File: src/rtl/id_hazard_ctrl_pkg.sv
// Shared pipeline definitions for the decode-stage hazard logic and the forwarding unit.
package id_hazard_ctrl_pkg;

  localparam logic [4:0] REG_ZERO = 5'd0;

  // One in-flight destination: EX, MEM or WB occupant
  typedef struct packed {
    logic       valid;
    logic [4:0] dest;
    logic       load;
  } sb_entry_t;

  typedef enum logic [1:0] {RUN, STALL, FRZ} hz_state_t;

  // Scoreboard update for the coming edge
  typedef enum logic [1:0] {SB_SHIFT, SB_HOLD, SB_BUBBLE, SB_SQUASH} sb_op_t;

endpackage

File: src/rtl/hazard_scoreboard.sv
// 3-entry scoreboard (EX, MEM, WB) of pending register writes, with per-stage
// source-match outputs for the instruction sitting in IF/ID.
module hazard_scoreboard
  import id_hazard_ctrl_pkg::*;
(
  input  logic       clk,
  input  logic       rst,
  input  sb_op_t     op,
  input  sb_entry_t  new_entry,
  input  logic [4:0] rs,
  input  logic [4:0] rt,
  input  logic       rs_live,
  input  logic       rt_live,
  output logic       ex_hit,
  output logic       mem_hit,
  output logic       wb_hit,
  output logic       ex_load
);

  sb_entry_t ex, mem, wb;

  // Shift on normal flow, hold on freeze, bubble into EX on stall, squash on branch
  always_ff @(posedge clk) begin
    if (rst) begin
      ex  <= '0;
      mem <= '0;
      wb  <= '0;
    end else begin
      case (op)
        SB_HOLD: begin
          ex  <= ex;
          mem <= mem;
          wb  <= wb;
        end
        SB_SQUASH: begin
          wb  <= mem;
          mem <= '0;
          ex  <= '0;
        end
        SB_BUBBLE: begin
          wb  <= mem;
          mem <= ex;
          ex  <= '0;
        end
        default: begin
          wb  <= mem;
          mem <= ex;
          ex  <= new_entry;
        end
      endcase
    end
  end

  // A stage matches when it is valid and a live source names its destination
  always_comb begin
    ex_hit  = ex.valid  && ((rs_live && rs == ex.dest)  || (rt_live && rt == ex.dest));
    mem_hit = mem.valid && ((rs_live && rs == mem.dest) || (rt_live && rt == mem.dest));
    wb_hit  = wb.valid  && ((rs_live && rs == wb.dest)  || (rt_live && rt == wb.dest));
    ex_load = ex.valid && ex.load;
  end

endmodule

File: src/rtl/id_hazard_ctrl.sv
// Decode-stage interlock/flush controller: priority busy > branch > hazard,
// FSM tracking RUN/STALL/FRZ, saturating perf counters and a stall watchdog.
module id_hazard_ctrl
  import id_hazard_ctrl_pkg::*;
#(
  parameter bit FORWARDING = 1'b1,
  parameter int MAX_STALL  = 8
) (
  input  logic        clk,
  input  logic        rst,
  input  logic        id_valid,
  input  logic [4:0]  id_rs,
  input  logic [4:0]  id_rt,
  input  logic        id_uses_rs,
  input  logic        id_uses_rt,
  input  logic        id_reg_write,
  input  logic        id_mem_read,
  input  logic [4:0]  id_dest,
  input  logic        mem_branch_taken,
  input  logic        mem_busy,
  output logic        pc_write,
  output logic        if_id_write,
  output logic        id_ex_bubble,
  output logic        if_id_flush,
  output logic        id_ex_flush,
  output logic        ex_mem_flush,
  output logic        pipe_freeze,
  output logic [31:0] hazard_stall_count,
  output logic [31:0] flush_count,
  output logic        stall_timeout
);

  localparam int            CW   = $clog2(MAX_STALL + 1);
  localparam logic [CW-1:0] CMAX = CW'(MAX_STALL);

  logic      rs_live, rt_live, hz;
  logic      ex_hit, mem_hit, wb_hit, ex_load;
  logic      stall_cyc, flush_cyc;
  sb_op_t    sb_op;
  sb_entry_t new_entry;
  hz_state_t state, state_nxt;
  logic [CW-1:0] stall_run, stall_run_nxt;

  assign rs_live   = id_valid && id_uses_rs && (id_rs != REG_ZERO);
  assign rt_live   = id_valid && id_uses_rt && (id_rt != REG_ZERO);
  assign new_entry = '{valid: id_valid && id_reg_write, dest: id_dest, load: id_mem_read};

  hazard_scoreboard u_sb (
    .clk       (clk),
    .rst       (rst),
    .op        (sb_op),
    .new_entry (new_entry),
    .rs        (id_rs),
    .rt        (id_rt),
    .rs_live   (rs_live),
    .rt_live   (rt_live),
    .ex_hit    (ex_hit),
    .mem_hit   (mem_hit),
    .wb_hit    (wb_hit),
    .ex_load   (ex_load)
  );

  // With forwarding only a load in EX can't be bypassed; without it, and with
  // no regfile write-through, every pending writer blocks the read
  always_comb begin
    if (FORWARDING) hz = ex_hit && ex_load;
    else            hz = ex_hit || mem_hit || wb_hit;
  end

  // Priority decode of latch enables/strobes and the scoreboard update
  always_comb begin
    pc_write     = 1'b1;
    if_id_write  = 1'b1;
    id_ex_bubble = 1'b0;
    if_id_flush  = 1'b0;
    id_ex_flush  = 1'b0;
    ex_mem_flush = 1'b0;
    pipe_freeze  = 1'b0;
    sb_op        = SB_SHIFT;
    stall_cyc    = 1'b0;
    flush_cyc    = 1'b0;
    if (rst) begin
      sb_op = SB_SHIFT;
    end else if (mem_busy) begin
      pipe_freeze = 1'b1;
      pc_write    = 1'b0;
      if_id_write = 1'b0;
      sb_op       = SB_HOLD;
    end else if (mem_branch_taken) begin
      if_id_flush  = 1'b1;
      id_ex_flush  = 1'b1;
      ex_mem_flush = 1'b1;
      sb_op        = SB_SQUASH;
      flush_cyc    = 1'b1;
    end else if (hz) begin
      pc_write     = 1'b0;
      if_id_write  = 1'b0;
      id_ex_bubble = 1'b1;
      sb_op        = SB_BUBBLE;
      stall_cyc    = 1'b1;
    end
  end

  // FSM next state
  always_comb begin
    state_nxt = state;
    case (state)
      RUN:     if (mem_busy) state_nxt = FRZ;
               else if (hz && !mem_branch_taken) state_nxt = STALL;
      STALL:   if (mem_busy) state_nxt = FRZ;
               else if (!hz || mem_branch_taken) state_nxt = RUN;
      FRZ:     if (!mem_busy) state_nxt = RUN;
      default: state_nxt = RUN;
    endcase
  end

  // FSM state register
  always_ff @(posedge clk) begin
    if (rst) state <= RUN;
    else     state <= state_nxt;
  end

  // Consecutive hazard-stall run length: freezes pause it, any non-stall cycle clears it
  always_comb begin
    stall_run_nxt = stall_run;
    if (mem_busy)              stall_run_nxt = stall_run;
    else if (!stall_cyc)       stall_run_nxt = '0;
    else if (stall_run != CMAX) stall_run_nxt = stall_run + CW'(1);
  end

  // Watchdog, run counter and saturating performance counters
  always_ff @(posedge clk) begin
    if (rst) begin
      stall_run          <= '0;
      stall_timeout      <= 1'b0;
      hazard_stall_count <= '0;
      flush_count        <= '0;
    end else begin
      stall_run <= stall_run_nxt;
      if (stall_run_nxt == CMAX) stall_timeout <= 1'b1;
      if (stall_cyc && hazard_stall_count != 32'hFFFF_FFFF)
        hazard_stall_count <= hazard_stall_count + 32'd1;
      if (flush_cyc && flush_count != 32'hFFFF_FFFF)
        flush_count <= flush_count + 32'd1;
    end
  end

endmodule

File: config.mk
export PLATFORM = sky130hd
export DESIGN_NAME = id_hazard_ctrl
export DESIGN_NICKNAME = d
export VERILOG_FILES = /design/src/rtl/id_hazard_ctrl_pkg.sv /design/src/rtl/hazard_scoreboard.sv /design/src/rtl/id_hazard_ctrl.sv
export SDC_FILE = /design/constraint.sdc
export NUM_CORES = 1
export LEC_CHECK = 0
export CAP_MARGIN = 20
export CORE_ASPECT_RATIO = 0.8
export CORE_MARGIN = 2
export CORE_UTILIZATION = 47
export CTS_CLUSTER_DIAMETER = 200
export DETAILED_ROUTE_END_ITERATION = 12
export PLACE_DENSITY = 0.76
export SLEW_MARGIN = 20
export SYNTH_ARGS = -nofsm -noshare
export SYNTH_HDL_FRONTEND = slang
export SYNTH_HIERARCHICAL = 1
export SYNTH_SLANG_ARGS = --single-unit
export TNS_END_PERCENT = 30
File: constraint.sdc
create_clock -name clk -period 2.45 [get_ports clk]
set_input_delay 0.3675 -clock clk [delete_from_list [all_inputs] [get_ports clk]]
set_output_delay 0.3675 -clock clk [all_outputs]
set_load 0.02 [all_outputs]
# --- After elaboration in Yosys (flattened, before gate mapping) ---
# Index checks and enable logic that the tools add are counted.
totals:
  output_inout_bits: 72
  mem_bits_ro: 0
  memories: 0
  inputBits: 24
  mem_bits_rw: 0
  word_cells: 56
  regBits: 76
  latch_bits: 0
op_classes:
  shift: 0
  n_mul: 0
  eq_ne: 9
  n_bitwise: 0
  n_mux: 21
  add_sub_neg: 3
  n_div: 0
  n_reduce_logical: 16
  order_cmp: 0
ops:
  columns: ["operator", "n"]
  rows:
  - ["adder 32 x 1 -> 32 bit (second input constant)", 2]
  - ["inequality test 32 bit (second input constant)", 2]
  - ["case mux 7 bit (2 select lines)", 1]
  - ["2-to-1 mux 1 bit", 13]
  - ["logical AND 1 bit", 12]
  - ["2-to-1 mux 4 bit", 3]
  - ["equality test 5 bit", 2]
  - ["nonzero test 5 bit", 2]
  - ["2-to-1 mux 2 bit", 4]
  - ["adder 4 x 1 -> 4 bit (second input constant)", 1]
  - ["equality test 2 bit (second input constant)", 2]
  - ["equality test 4 bit (second input constant)", 1]
  - ["inequality test 4 bit (second input constant)", 1]
  - ["equality test 2 x 1 -> 1 bit (second input constant)", 1]
  - ["OR reduction 2 bit", 1]
  - ["logical OR 1 bit", 1]

# --- Depth between registers and ports, before layout ---
depth:
  depth_word: 13
  ltp_mapped: 11

# --- Hierarchy ---
# The synthesis kept the hierarchy.
modules_own_cells:
  columns: ["module", "area_per_inst_um2", "n_inst", "cells_each"]
  rows:
  - ["id_hazard_ctrl", 3584.7, 1, 436]
  - ["hazard_scoreboard", 1077.3, 1, 116]

# --- Worst setup path after synthesis ---
# No wires, ideal clock.
synth_path:
  path_type: "in2reg"
  from: "input port id_rt[1]"
  to: "register hazard_stall_count[27]"
  required_time_ns: 2.380
  path_buffers: 1
  setup_time_ns: 0.070
  arrival_ns: 2.476
  stages: 10
  slack_ns: -0.096
  cell_sequence: "or3_1 o311a_1 nand3_1 o22ai_1 nand3b_1 nor3_1 clkbuf_1 o2111ai_1 or4_1 a21oi_1"
synth_between:
  elab_chain_cells: 11
  word_cells_on_any_way: 12
synth_rtl:
  columns: ["item", "line", "source"]
  rows:
  - ["start: declaration", "id_hazard_ctrl.sv:13", "input logic [4:0] id_rt,"]
  - ["nonzero test 5 bit", "id_hazard_ctrl.sv:45", "assign rt_live = id_valid && id_uses_rt && (id_rt != REG_ZERO);"]
  - ["logical AND 1 bit", "id_hazard_ctrl.sv:45", null]
  - ["net rt_live", "id_hazard_ctrl.sv:36", "logic rs_live, rt_live, hz;"]
  - ["logical AND 1 bit", "hazard_scoreboard.sv:56", "ex_hit = ex.valid && ((rs_live && rs == ex.dest) || (rt_live && rt == ex.dest));"]
  - ["logical OR 1 bit", "hazard_scoreboard.sv:56", null]
  - ["logical AND 1 bit", "hazard_scoreboard.sv:56", null]
  - ["net ex_hit", "id_hazard_ctrl.sv:37", "logic ex_hit, mem_hit, wb_hit, ex_load;"]
  - ["logical AND 1 bit", "id_hazard_ctrl.sv:66", "if (FORWARDING) hz = ex_hit && ex_load;"]
  - ["2-to-1 mux 1 bit (4 in series)", null, null]
  - ["net id_ex_bubble", "id_hazard_ctrl.sv:23", "output logic id_ex_bubble,"]
  - ["logical AND 1 bit", "id_hazard_ctrl.sv:141", "if (stall_cyc && hazard_stall_count != 32'hFFFF_FFFF)"]
  - ["end signal: assignment", "id_hazard_ctrl.sv:142", "hazard_stall_count <= hazard_stall_count + 32'd1;"]
  - ["end: declaration", "id_hazard_ctrl.sv:28", "output logic [31:0] hazard_stall_count,"]
# The timed path passes the listed nets, and every way through them passes these cells.
# A chain may end at the register's enable or synchronous reset.

# --- Final worst setup path ---
layout_path:
  from: "input port id_rt[1]"
  to: "output port pc_write"
layout_between:
  elab_chain_cells: 10
  word_cells_on_any_way: 11
layout_rtl:
  columns: ["item", "line", "source"]
  rows:
  - ["nonzero test 5 bit", "id_hazard_ctrl.sv:45", null]
  - ["logical AND 1 bit", "id_hazard_ctrl.sv:45", null]
  - ["net rt_live", "id_hazard_ctrl.sv:36", null]
  - ["logical AND 1 bit", "hazard_scoreboard.sv:56", null]
  - ["logical OR 1 bit", "hazard_scoreboard.sv:56", null]
  - ["logical AND 1 bit", "hazard_scoreboard.sv:56", null]
  - ["net ex_hit", "id_hazard_ctrl.sv:37", null]
  - ["logical AND 1 bit", "id_hazard_ctrl.sv:66", null]
  - ["2-to-1 mux 1 bit", "id_hazard_ctrl.sv:95", "end else if (hz) begin"]
  - ["2-to-1 mux 1 bit", "id_hazard_ctrl.sv:89", "end else if (mem_branch_taken) begin"]
  - ["2-to-1 mux 1 bit", "id_hazard_ctrl.sv:84", "end else if (mem_busy) begin"]
  - ["2-to-1 mux 1 bit", "id_hazard_ctrl.sv:82", "if (rst) begin"]
  - ["end: declaration", "id_hazard_ctrl.sv:21", "output logic pc_write,"]
# The timed path passes the listed nets, and every way through them passes these cells.

==> reports/summary.md <==
Across the run, the number of max-cap violations was 0. Combinational cells account for 5.7% of the total power. In this design, the stage delay of the slowest critical-path cell is 0.39 ns. The power share of the clock group was 43.6%; the post-synthesis cell area was 0.003973 sq mm.

The worst endpoint data arrival time was 2.09 ns; the starting density of the core was 49.32%. The total nets after synthesis is 505, and the final hold violation count is 0. 0 antenna diodes ended up in the layout. The placer congestion estimate came out at 0.8301. Placed wire-length estimate: 7.683 mm.

TritonCTS built the clock tree. The clock passes through at most 2 buffers. The clock skew after layout was 0.005703 ns; the total routed wirelength was 11.00 mm. Setup violations remaining at the end of the flow were counted as 3. The number of nets in the finished design is 623, and the number of top-level pins is 96. The net switching share of the total power is 22.56%, and the clock-pin slew on the worst setup and hold paths is 0.08 ns. The area growth from synthesis to final layout is 37.98%.

The portion of total power attributed to sequential cells is 50.7%, and the final global-route overflow total is 0. The run gives 76 as the CTS sink count. Final-layout fill cell count: 660.

Traced cell by cell, the critical path runs through dlygate4sd2_1 -> or3_4 -> o311a_1 -> nand3_1 -> o22ai_2 -> nand3b_1 -> buf_4 -> a21o_1 -> buf_6. For this run, the number of Yosys warnings is 6. The tools report the initial antenna violation count as 0. The critical path is of the input pin to output port type. For the overall fraction of global-route tracks in use, the log shows 23.17%. The number of global-route vias before repair is 3700.

The worst slew margin relative to its limit was 64.56%. The die covers 0.009208 sq mm. The number of buffers added by the clock tree synthesis step was 9; the total placed cells including tap cells was 685. The wire length per cell after detailed routing came out at 15.56 um. In this run the power spent charging and discharging nets is 0.0005566 W. The maximum clock rate was 0.4068 GHz. Measured along the x axis, the die boundary spans 106.8 um. In this run the tool buffered the top-level ports with 95 buffer cells.

The maximum fanout along the worst path is 2, and the pin count of the biggest net entering global routing is 46. STA classifies the critical path endpoint as an output port. The number of max-slew violations in the final report came out at 0. The flow ran to the end, but the final reports show violations. The number of buffers and inverters on the critical path is 3. For this design, the CTS-stage hold fixing added 0 buffers. Dividing the detail-routed via count by the number of cells gives 5.837. The finished layout holds 707 standard cells, fillers aside. In this run the clock root is driven by a sky130_fd_sc_hd__clkbuf_8. The total power density per cell area works out to 450.1 mW/mm^2.

The slowest stage cell on the critical path was sky130_fd_sc_hd__or3_4. The run gives 4 as the number of detailed-route iterations in the first pass. The slew at the pin closest to its max-slew limit works out to 0.5284 ns. The internal power of the cells totals 0.001911 W.

Across all hold checks on the routed design, the worst slack comes to 0.4689 ns. The die is 86.23 um tall. The required arrival time at the worst endpoint is 2.08 ns. A synthesized cell averages 8.328 sq um. STA classifies the critical path startpoint as an input pin. The detail route stage leaves a number of antenna-violating nets equal to 0. The checks that failed: negative setup slack. After detailed routing, the number of remaining DRC violations is 0. The logs give -0.008003 ns for the setup slack of the critical path after layout and 231 for the violation count after the first detailed-routing iteration.

The path class of the tightest hold or removal check is input pin to register. After layout, the worst path uses 100.3% of the clock period. In the final timing run, aggregate negative setup slack is -0.01521 ns. The number of H-tree levels is 3, and the core box area is 0.008055 sq mm. Setup repair after global routing could not meet its margin everywhere. The gate count of the mapped netlist was 477; the static power due to leakage was 1.837 nW. The fraction of layout instances using a drive strength above 1 is 13.52%, and the later-pin clock latency in the skew report is 0.36 ns. The setup slack of the worst register-to-register path is 0.06 ns, and the worst vdd rail ir drop is 0.2896 mV. Dominant delay contributor by cell family on the critical path: simple AND/OR/NAND/NOR gates. The post-layout minimum cycle time was 2.458 ns.

Row generation in the floorplan step produced 29 rows. The first global-routing pass estimated 17.27 mm of wire. The routed layout has 4127 vias.
placed cells by master, fill, tap and decap left out, types with 2 or more instances in the layout:
| master | count |
|---|---|
| sky130_fd_sc_hd__buf_2 | 2 |
| sky130_fd_sc_hd__o31ai_1 | 10 |
| sky130_fd_sc_hd__buf_6 | 5 |
| sky130_fd_sc_hd__nand3_2 | 2 |
| sky130_fd_sc_hd__mux2i_1 | 9 |
| sky130_fd_sc_hd__nand3b_1 | 2 |
| sky130_fd_sc_hd__a21oi_1 | 46 |
| sky130_fd_sc_hd__and4_1 | 7 |
| sky130_fd_sc_hd__ha_1 | 4 |
| sky130_fd_sc_hd__xnor2_1 | 19 |
| sky130_fd_sc_hd__xor2_1 | 5 |
| sky130_fd_sc_hd__nor2_1 | 36 |
| sky130_fd_sc_hd__inv_1 | 10 |
| sky130_fd_sc_hd__nand2_1 | 25 |
| sky130_fd_sc_hd__nor3_2 | 2 |
| sky130_fd_sc_hd__and2_1 | 5 |
| sky130_fd_sc_hd__dfxtp_1 | 76 |
| sky130_fd_sc_hd__a311oi_1 | 2 |
| sky130_fd_sc_hd__and3_1 | 12 |
| sky130_fd_sc_hd__a211oi_2 | 2 |
| sky130_fd_sc_hd__a31oi_1 | 3 |
| sky130_fd_sc_hd__o31ai_2 | 2 |
| sky130_fd_sc_hd__buf_4 | 34 |
| sky130_fd_sc_hd__dlygate4sd2_1 | 9 |
| sky130_fd_sc_hd__or3_1 | 36 |
| sky130_fd_sc_hd__bufinv_16 | 2 |
| sky130_fd_sc_hd__clkbuf_8 | 10 |
| sky130_fd_sc_hd__a21oi_2 | 3 |
| sky130_fd_sc_hd__clkdlybuf4s50_1 | 78 |
| sky130_fd_sc_hd__or4_1 | 10 |
| sky130_fd_sc_hd__o311a_1 | 2 |
| sky130_fd_sc_hd__dlymetal6s2s_1 | 4 |
| sky130_fd_sc_hd__nand3_1 | 23 |
| sky130_fd_sc_hd__o21ai_0 | 35 |
| sky130_fd_sc_hd__nor3_1 | 10 |
| sky130_fd_sc_hd__nor2b_1 | 4 |
| sky130_fd_sc_hd__nand4_1 | 24 |
per-stage QoR:
| stage | worst slack [ns] | util (%) | instance area (sq um) | total power (W) |
|---|---|---|---|---|
| after CTS | 0.009314 | 66.84 | 5384 | 0.002478 |
| after global placement | -0.4639 | 64.03 | 5157 | 0.001418 |
| after floorplan | 0.1575 | - | 3974 | 0.001356 |
| final | -0.008003 | 68.05 | 5482 | 0.002467 |
| after global routing | -0.08512 | 68.05 | 5482 | 0.002546 |
| after detailed placement | -0.5381 | 64.03 | 5157 | 0.001422 |
flip-flops by register name, summed over array words and instances (netlist names):
| signal | cells |
|---|---|
| hazard_stall_count | 32 |
| stall_timeout | 1 |
| u_sb/ex | 7 |
| stall_run | 4 |
| flush_count | 32 |
worst paths after layout:
check / start / to / depth (start not counted)
max: id_rt[1] / pc_write / 9
min: id_valid / u_sb/ex[6]$_SDFFE_PP0P_ / 4
max reg2reg: u_sb/ex[4]$_SDFFE_PP0P_ / hazard_stall_count[26]$_SDFFE_PP0P_ / 11
min reg2reg: hazard_stall_count[19]$_SDFFE_PP0P_ / hazard_stall_count[19]$_SDFFE_PP0P_ / 2
final cells by class:
cell class                      instances  area, sq um  share of cell area, %
Tap cell                              108        135.1                  2.465
Inverter                               10        37.54                 0.6848
Clock buffer                           11        141.4                  2.579
Clock inverter                          4        73.82                  1.347
Timing Repair Buffer                  133         1251                  22.83
Sequential cell                        76         1521                  27.76
Multi-Input combinational cell        365         2321                  42.34
routing by layer:
layer / track usage (%) / vias up / share of wire (%)
li1: - / 2011 / -
met1: 29.42 / 1959 / 45
met2: 40.07 / 141 / 48
met3: 5.639 / 16 / 6.2
met4: 5.431 / 0 / 1.0
met5: 0 / - / 0
what timing repair did:
item                                    4_1_cts  5_1_grt
gates resized for setup                      27       14
endpoints found under the setup margin       32       30
setup buffers                                 2        4
gates cloned                                  0        1
pin swaps                                     3        6
power by group through the flow:
stage	Sequential (W)	Clock, W	Combinational (W)
detailed placement	0.00128	0	0.000142
floorplan	0.00128	0	0.0000767
global route	0.00125	0.00114	0.000151
CTS	0.00125	0.00109	0.000140
global placement	0.00128	0	0.000139
finish	0.00125	0.00108	0.000141
worst register-to-register path: cells and delay by family, from the launching register on:
family / cells / cell delay [ns]
DFF: 1 / 0.35
and+or+nand+nor: 5 / 0.93
AOI/OAI and AO/OA: 2 / 0.33
buffers and inverters: 3 / 0.51
xor gates and xnor gates: 1 / 0.23
Power figures use the tool's default switching activity.
